## src/rtl/add_serial_feeder.sv

```systemverilog
// add_serial_feeder: operand FIFO plus launch/wait/capture sequencer
// for a multi-cycle bit-serial adder, with a valid/ready result port.
module add_serial_feeder #(
  parameter int WIDTH   = 8,
  parameter int DEPTH   = 4,
  parameter int LATENCY = 12,
  parameter int GAP     = 2
) (
  input  logic             clk,
  input  logic             rst,
  input  logic             in_valid,
  output logic             in_ready,
  input  logic [WIDTH-1:0] in_a,
  input  logic [WIDTH-1:0] in_b,
  output logic             add_en,
  output logic [WIDTH-1:0] add_a,
  output logic [WIDTH-1:0] add_b,
  input  logic [WIDTH-1:0] add_out,
  output logic             res_valid,
  input  logic             res_ready,
  output logic [WIDTH-1:0] res_sum,
  output logic [7:0]       ops_done
);

  localparam int AW = $clog2(DEPTH);
  localparam int CW = $clog2(LATENCY + 1);
  localparam int GW = (GAP > 0) ? $clog2(GAP + 1) : 1;

  typedef struct packed {
    logic [WIDTH-1:0] a;
    logic [WIDTH-1:0] b;
  } pair_t;

  typedef enum logic [2:0] {
    S_IDLE,
    S_LAUNCH,
    S_WAIT,
    S_HOLD,
    S_GAP
  } state_e;

  pair_t            mem_q [DEPTH];
  pair_t            mem_d [DEPTH];
  logic [AW-1:0]    wptr_q, wptr_d;
  logic [AW-1:0]    rptr_q, rptr_d;
  logic [AW:0]      cnt_q, cnt_d;
  logic             in_ready_q, in_ready_d;
  state_e           state_q, state_d;
  logic [CW-1:0]    wcnt_q, wcnt_d;
  logic [GW-1:0]    gcnt_q, gcnt_d;
  logic [WIDTH-1:0] add_a_q, add_a_d;
  logic [WIDTH-1:0] add_b_q, add_b_d;
  logic             res_valid_q, res_valid_d;
  logic [WIDTH-1:0] res_sum_q, res_sum_d;
  logic [7:0]       ops_done_q, ops_done_d;
  logic             push;
  logic             pop;
  logic             cap;
  logic             xfer;

  assign push = in_valid && in_ready_q;
  assign xfer = res_valid_q && res_ready;

  // FIFO storage and pointers; ready is registered off the next count
  always_comb begin
    mem_d  = mem_q;
    wptr_d = wptr_q;
    rptr_d = rptr_q;
    if (push) begin
      mem_d[wptr_q] = '{a: in_a, b: in_b};
      wptr_d = wptr_q + AW'(1);
    end
    if (pop) begin
      rptr_d = rptr_q + AW'(1);
    end
    cnt_d = cnt_q + (AW+1)'(push) - (AW+1)'(pop);
    in_ready_d = (cnt_d != (AW+1)'(DEPTH));
  end

  // Sequencer: pop, launch, wait out the adder, capture, cool down
  always_comb begin
    state_d     = state_q;
    wcnt_d      = wcnt_q;
    gcnt_d      = gcnt_q;
    add_a_d     = add_a_q;
    add_b_d     = add_b_q;
    res_valid_d = res_valid_q;
    res_sum_d   = res_sum_q;
    pop         = 1'b0;
    cap         = 1'b0;
    unique case (state_q)
      S_IDLE: begin
        if (cnt_q != '0) begin
          pop     = 1'b1;
          add_a_d = mem_q[rptr_q].a;
          add_b_d = mem_q[rptr_q].b;
          state_d = S_LAUNCH;
        end
      end
      S_LAUNCH: begin
        wcnt_d  = CW'(LATENCY - 1);
        state_d = S_WAIT;
      end
      S_WAIT: begin
        if (wcnt_q != '0) begin
          wcnt_d = wcnt_q - CW'(1);
        end else if (!res_valid_q || res_ready) begin
          cap = 1'b1;
        end else begin
          state_d = S_HOLD;
        end
      end
      S_HOLD: begin
        if (xfer) begin
          cap = 1'b1;
        end
      end
      S_GAP: begin
        if (gcnt_q != '0) begin
          gcnt_d = gcnt_q - GW'(1);
        end else begin
          state_d = S_IDLE;
        end
      end
      default: begin
        state_d = S_IDLE;
      end
    endcase
    if (cap) begin
      state_d = (GAP > 0) ? S_GAP : S_IDLE;
      gcnt_d  = GW'((GAP > 0) ? GAP - 1 : 0);
    end
    if (cap) begin
      res_valid_d = 1'b1;
      res_sum_d   = add_out;
    end else if (xfer) begin
      res_valid_d = 1'b0;
    end
    ops_done_d = ops_done_q + 8'(xfer);
  end

  // State registers; reset drops queued pairs and any pending result
  always_ff @(posedge clk or negedge rst) begin
    if (!rst) begin
      for (int i = 0; i < DEPTH; i++) begin
        mem_q[i] <= '0;
      end
      wptr_q      <= '0;
      rptr_q      <= '0;
      cnt_q       <= '0;
      in_ready_q  <= 1'b0;
      state_q     <= S_IDLE;
      wcnt_q      <= '0;
      gcnt_q      <= '0;
      add_a_q     <= '0;
      add_b_q     <= '0;
      res_valid_q <= 1'b0;
      res_sum_q   <= '0;
      ops_done_q  <= '0;
    end else begin
      mem_q       <= mem_d;
      wptr_q      <= wptr_d;
      rptr_q      <= rptr_d;
      cnt_q       <= cnt_d;
      in_ready_q  <= in_ready_d;
      state_q     <= state_d;
      wcnt_q      <= wcnt_d;
      gcnt_q      <= gcnt_d;
      add_a_q     <= add_a_d;
      add_b_q     <= add_b_d;
      res_valid_q <= res_valid_d;
      res_sum_q   <= res_sum_d;
      ops_done_q  <= ops_done_d;
    end
  end

  assign in_ready  = in_ready_q;
  assign add_en    = (state_q == S_LAUNCH);
  assign add_a     = add_a_q;
  assign add_b     = add_b_q;
  assign res_valid = res_valid_q;
  assign res_sum   = res_sum_q;
  assign ops_done  = ops_done_q;

endmodule

```

## config.mk

```make
export PLATFORM = sky130hd
export DESIGN_NAME = add_serial_feeder
export DESIGN_NICKNAME = d
export VERILOG_FILES = /design/src/rtl/add_serial_feeder.sv
export SDC_FILE = /design/constraint.sdc
export NUM_CORES = 1
export LEC_CHECK = 0
export ABC_AREA = 0
export ABC_CLOCK_PERIOD_IN_PS = 3400
export BUFFER_PORTS_ARGS = -buffer_cell sky130_fd_sc_hd__buf_4
export CORE_AREA = 2 2 133 135
export DETAILED_ROUTE_END_ITERATION = 8
export DIE_AREA = 0 0 135 137
export PLACE_DENSITY = 0.58
export SYNTH_ARGS = -nofsm -noshare
export SYNTH_HDL_FRONTEND = slang
export SYNTH_SLANG_ARGS = --single-unit
```

## constraint.sdc

```tcl
create_clock -name clk -period 3.4 [get_ports clk]
set_clock_uncertainty 0.15 [all_clocks]
set_input_delay 0 -clock clk [delete_from_list [all_inputs] [get_ports clk]]
set_output_delay 0 -clock clk [all_outputs]
set_load 0.02 [all_outputs]
```

==> flow_summary.toml <==
[route]
highest_layer = "met4"
viasPerCell = 4.52
wl_per_cell_um = 15.3
firstDrtPassIters = 4
drc_errors = 0
drt_iter0_drc = 131
vias = 2975
wirelength_met1_um = 4490
wl_met2_um = 4820
route.met3.wl_um = 534
wirelength_um = 10100
postRouteAntennaNets = 0

[final_layout]
area_delta_synth_final_pct = 31.0
fin_nets = 463
drive_above_1_share_pct = 48.3
design_area_sq_um = 6580
multi_input_area_sq_um = 2000
final_cells = 658
antenna_cells = 0
final-seq-area_sq_um = 2850
fill_cells = 1641
fin_util_pct = 38.6

[logic_synthesis]
synth.yosys.warnings = 0
synth-edff-count = 0
async_reset_ff_share_pct = 100
netlist_instances = 322
synth_top_flop_cell = "dfrtp_1"
synth_commonest_cells = "dfrtp_1 (114), mux2_2 (81), mux4_2 (15)"
netlist_area_sq_um = 5020
ys_seq_area_share_pct = 56.8
yosysTopAreaCell = "dfrtp_1"
ys_seq_elements = 114
synth_nets = 362
synth_cell_type_count = 43
yosys-top-cells-area = "dfrtp_1 (57%), mux2_2 (18%), mux4_2 (6.7%), ha_1 (2.7%), mux2_4 (2.4%)"
avgSynthCellArea_sq_um = 15.6
synth_top_cell_area_share_pct = 56.8
yosysMostFrequentCell = "dfrtp_1"

[floorplanning]
start_util_pct = 29.4
ios = 63
dieArea_sq_um = 18500
die_x_um = 135
fp-row-count = 48
coreArea_sq_um = 17100
die_y_um = 137

[critical_path]
worstSetupPathType = "flop to flop"
rrSetupSlack_ns = 0.91
critical_path.max_stage_delay_ns = 0.45
cp.arrival_ns = 2.62
crit_family = "adder cells"
path_buf_inv = 1
r2r_cells = 9
crit_path_start_kind = "flop"
worstSetupEndpointType = "flop"
rr_startpoint = "cnt_q[1]"
worstSetupPathDepth = 9
crit_fanout = 3
reg2reg_to = "in_ready"
crit_required_ns = 3.53
path_cells = "nor3_1, nor4_4, ha_1, inv_1, ha_1, fa_1, xnor2_1, xnor2_1, nand2_1"
crit_slowest_cell = "nor3_1"

[pwr]
combPwrFrac_pct = 36.8
p_per_area_nw_per_um2 = 1040
ir_drop_mv = 0.449
sw_frac_of_total_pct = 30.5
clkPwrFrac_pct = 26.4
p_int_mw = 4.76
switching_power_mw = 2.09
leakagePower_nw = 2.95
power_mw = 6.85
power_frac_seq_pct = 36.8

[timing]
fin_crit_sh_pct = 73.3
hold_violations = 0
period_needed_ns = 2.49
drv_slew = 0
setup_viol = 0
relSlewSlack_pct = 35.7
tns_ns = 0
fmax_mhz = 402
hold-worst-slack_ns = 0.153
worst_slack_ns = 0.909
worstMarginPinSlew_ns = 0.964
rsz0062_at_grt = "false"

[global_route]
gr-total-overflow = 0
grt_pass1_vias = 3097
grt_max_degree = 77
grt_usage_pct = 11.8
grt_pass1_wl_um = 16300
antenna_found_initial = 0

[placed_design]
numPortBuffers = 62
placed_cell_area_sq_um = 5710
place_ws_ns = 0.912
dp.cells = 602
place_congestion = 0.710
dp_hpwl_um = 6520

[clock_network]
clkTransAtPathRegs_ns = 0.05
hold_buffers = 27
htreeDepth = 4
clock_sinks = 114
clock_path_buffers = 2
cts_setup_buffers = 0
postCtsResizedCells = 0
tritoncts = "done"
worst_skew_pair.late_latency_ns = 0.41
cts_made_buffers = 17
root_buffer = "clkbuf_16"

[run_status]
status = "finished clean"

[job]
maxCapViolations = 0

[hold_path]
hold_class = "input port to async pin"
metal layers:
layer / track usage [%] / vias to the layer above
met5: 0 / -
met4: 6.02 / 0
met3: 3.63 / 18
met2: 18.8 / 77
met1: 14.6 / 1507
li1: - / 1373
layout by cell type (no fill, tap or decap), drive strengths merged, types with 7 or more instances in the layout:
cell type,instances
xnor2,7
clkbuf,24
ha,11
buf,71
inv,10
mux4,16
dlygate4sd3,27
mux2,89
nand3,7
nand2,9
dfrtp,114
state kept, by name (all words and copies together), names as in the netlist, 2 cells and up:
signal / flops
wptr_q: 2
ops_done: 8
wcnt_q: 4
rptr_q: 2
res_sum: 8
state_q: 3
add_a: 8
gcnt_q: 2
cnt_q: 3
add_b: 8
mem_q: 64
power by group through the flow:
| stage | combinational (mW) | clock [mW] | sequential [mW] |
|---|---|---|---|
| 6_report | 2.52 | 1.81 | 2.52 |
| 3_3_place_gp | 2.46 | 0 | 2.51 |
| 4_1_cts | 2.57 | 1.85 | 2.53 |
| 2_1_floorplan | 1.80 | 0 | 2.56 |
| 5_1_grt | 2.75 | 1.91 | 2.62 |
| 3_5_place_dp | 2.53 | 0 | 2.55 |
worst max-delay path by stage:
stage	start	endpoint	slack (ns)
detailed placement	cnt_q[1]	in_ready	0.91
CTS	cnt_q[1]	in_ready	0.89
floorplan	state_q[1]	in_ready	0.81
global route	cnt_q[1]	in_ready	0.72
global placement	cnt_q[1]	in_ready	1.01
finish	cnt_q[1]	in_ready	0.91
kinds of logic after synthesis:
| group | Yosys count | share of synthesized area (%) |
|---|---|---|
| AND/OR/NAND/NOR | 41 | 4.86 |
| AO/OA/AOI/OAI | 10 | 1.52 |
| multiplexers | 108 | 28.4 |
| flip-flops | 114 | 56.8 |
| buffers and inverters | 26 | 3.36 |
| adder cells (fa/ha/maj) | 12 | 3.14 |
| XOR/XNOR | 11 | 1.92 |
area by class of cell:
class	instances	share of cell area, %
well taps	225	4.28
clock buffers	24	7.63
inverters	10	0.571
clock inverters	5	1.52
flip-flops and latches	114	43.4
repair buffers	98	12.2
multi-input cells	182	30.4
worst register-to-register path: cells and delay by family, from the launching register on:
kind | cells | cell delay [ns]
AND/OR/NAND/NOR | 3 | 0.59
flip-flops | 1 | 0.37
XOR/XNOR | 2 | 0.36
buffers and inverters | 1 | 0.04
adder cells (fa/ha/maj) | 3 | 0.84
No activity file was read; power rests on OpenSTA's default activity.
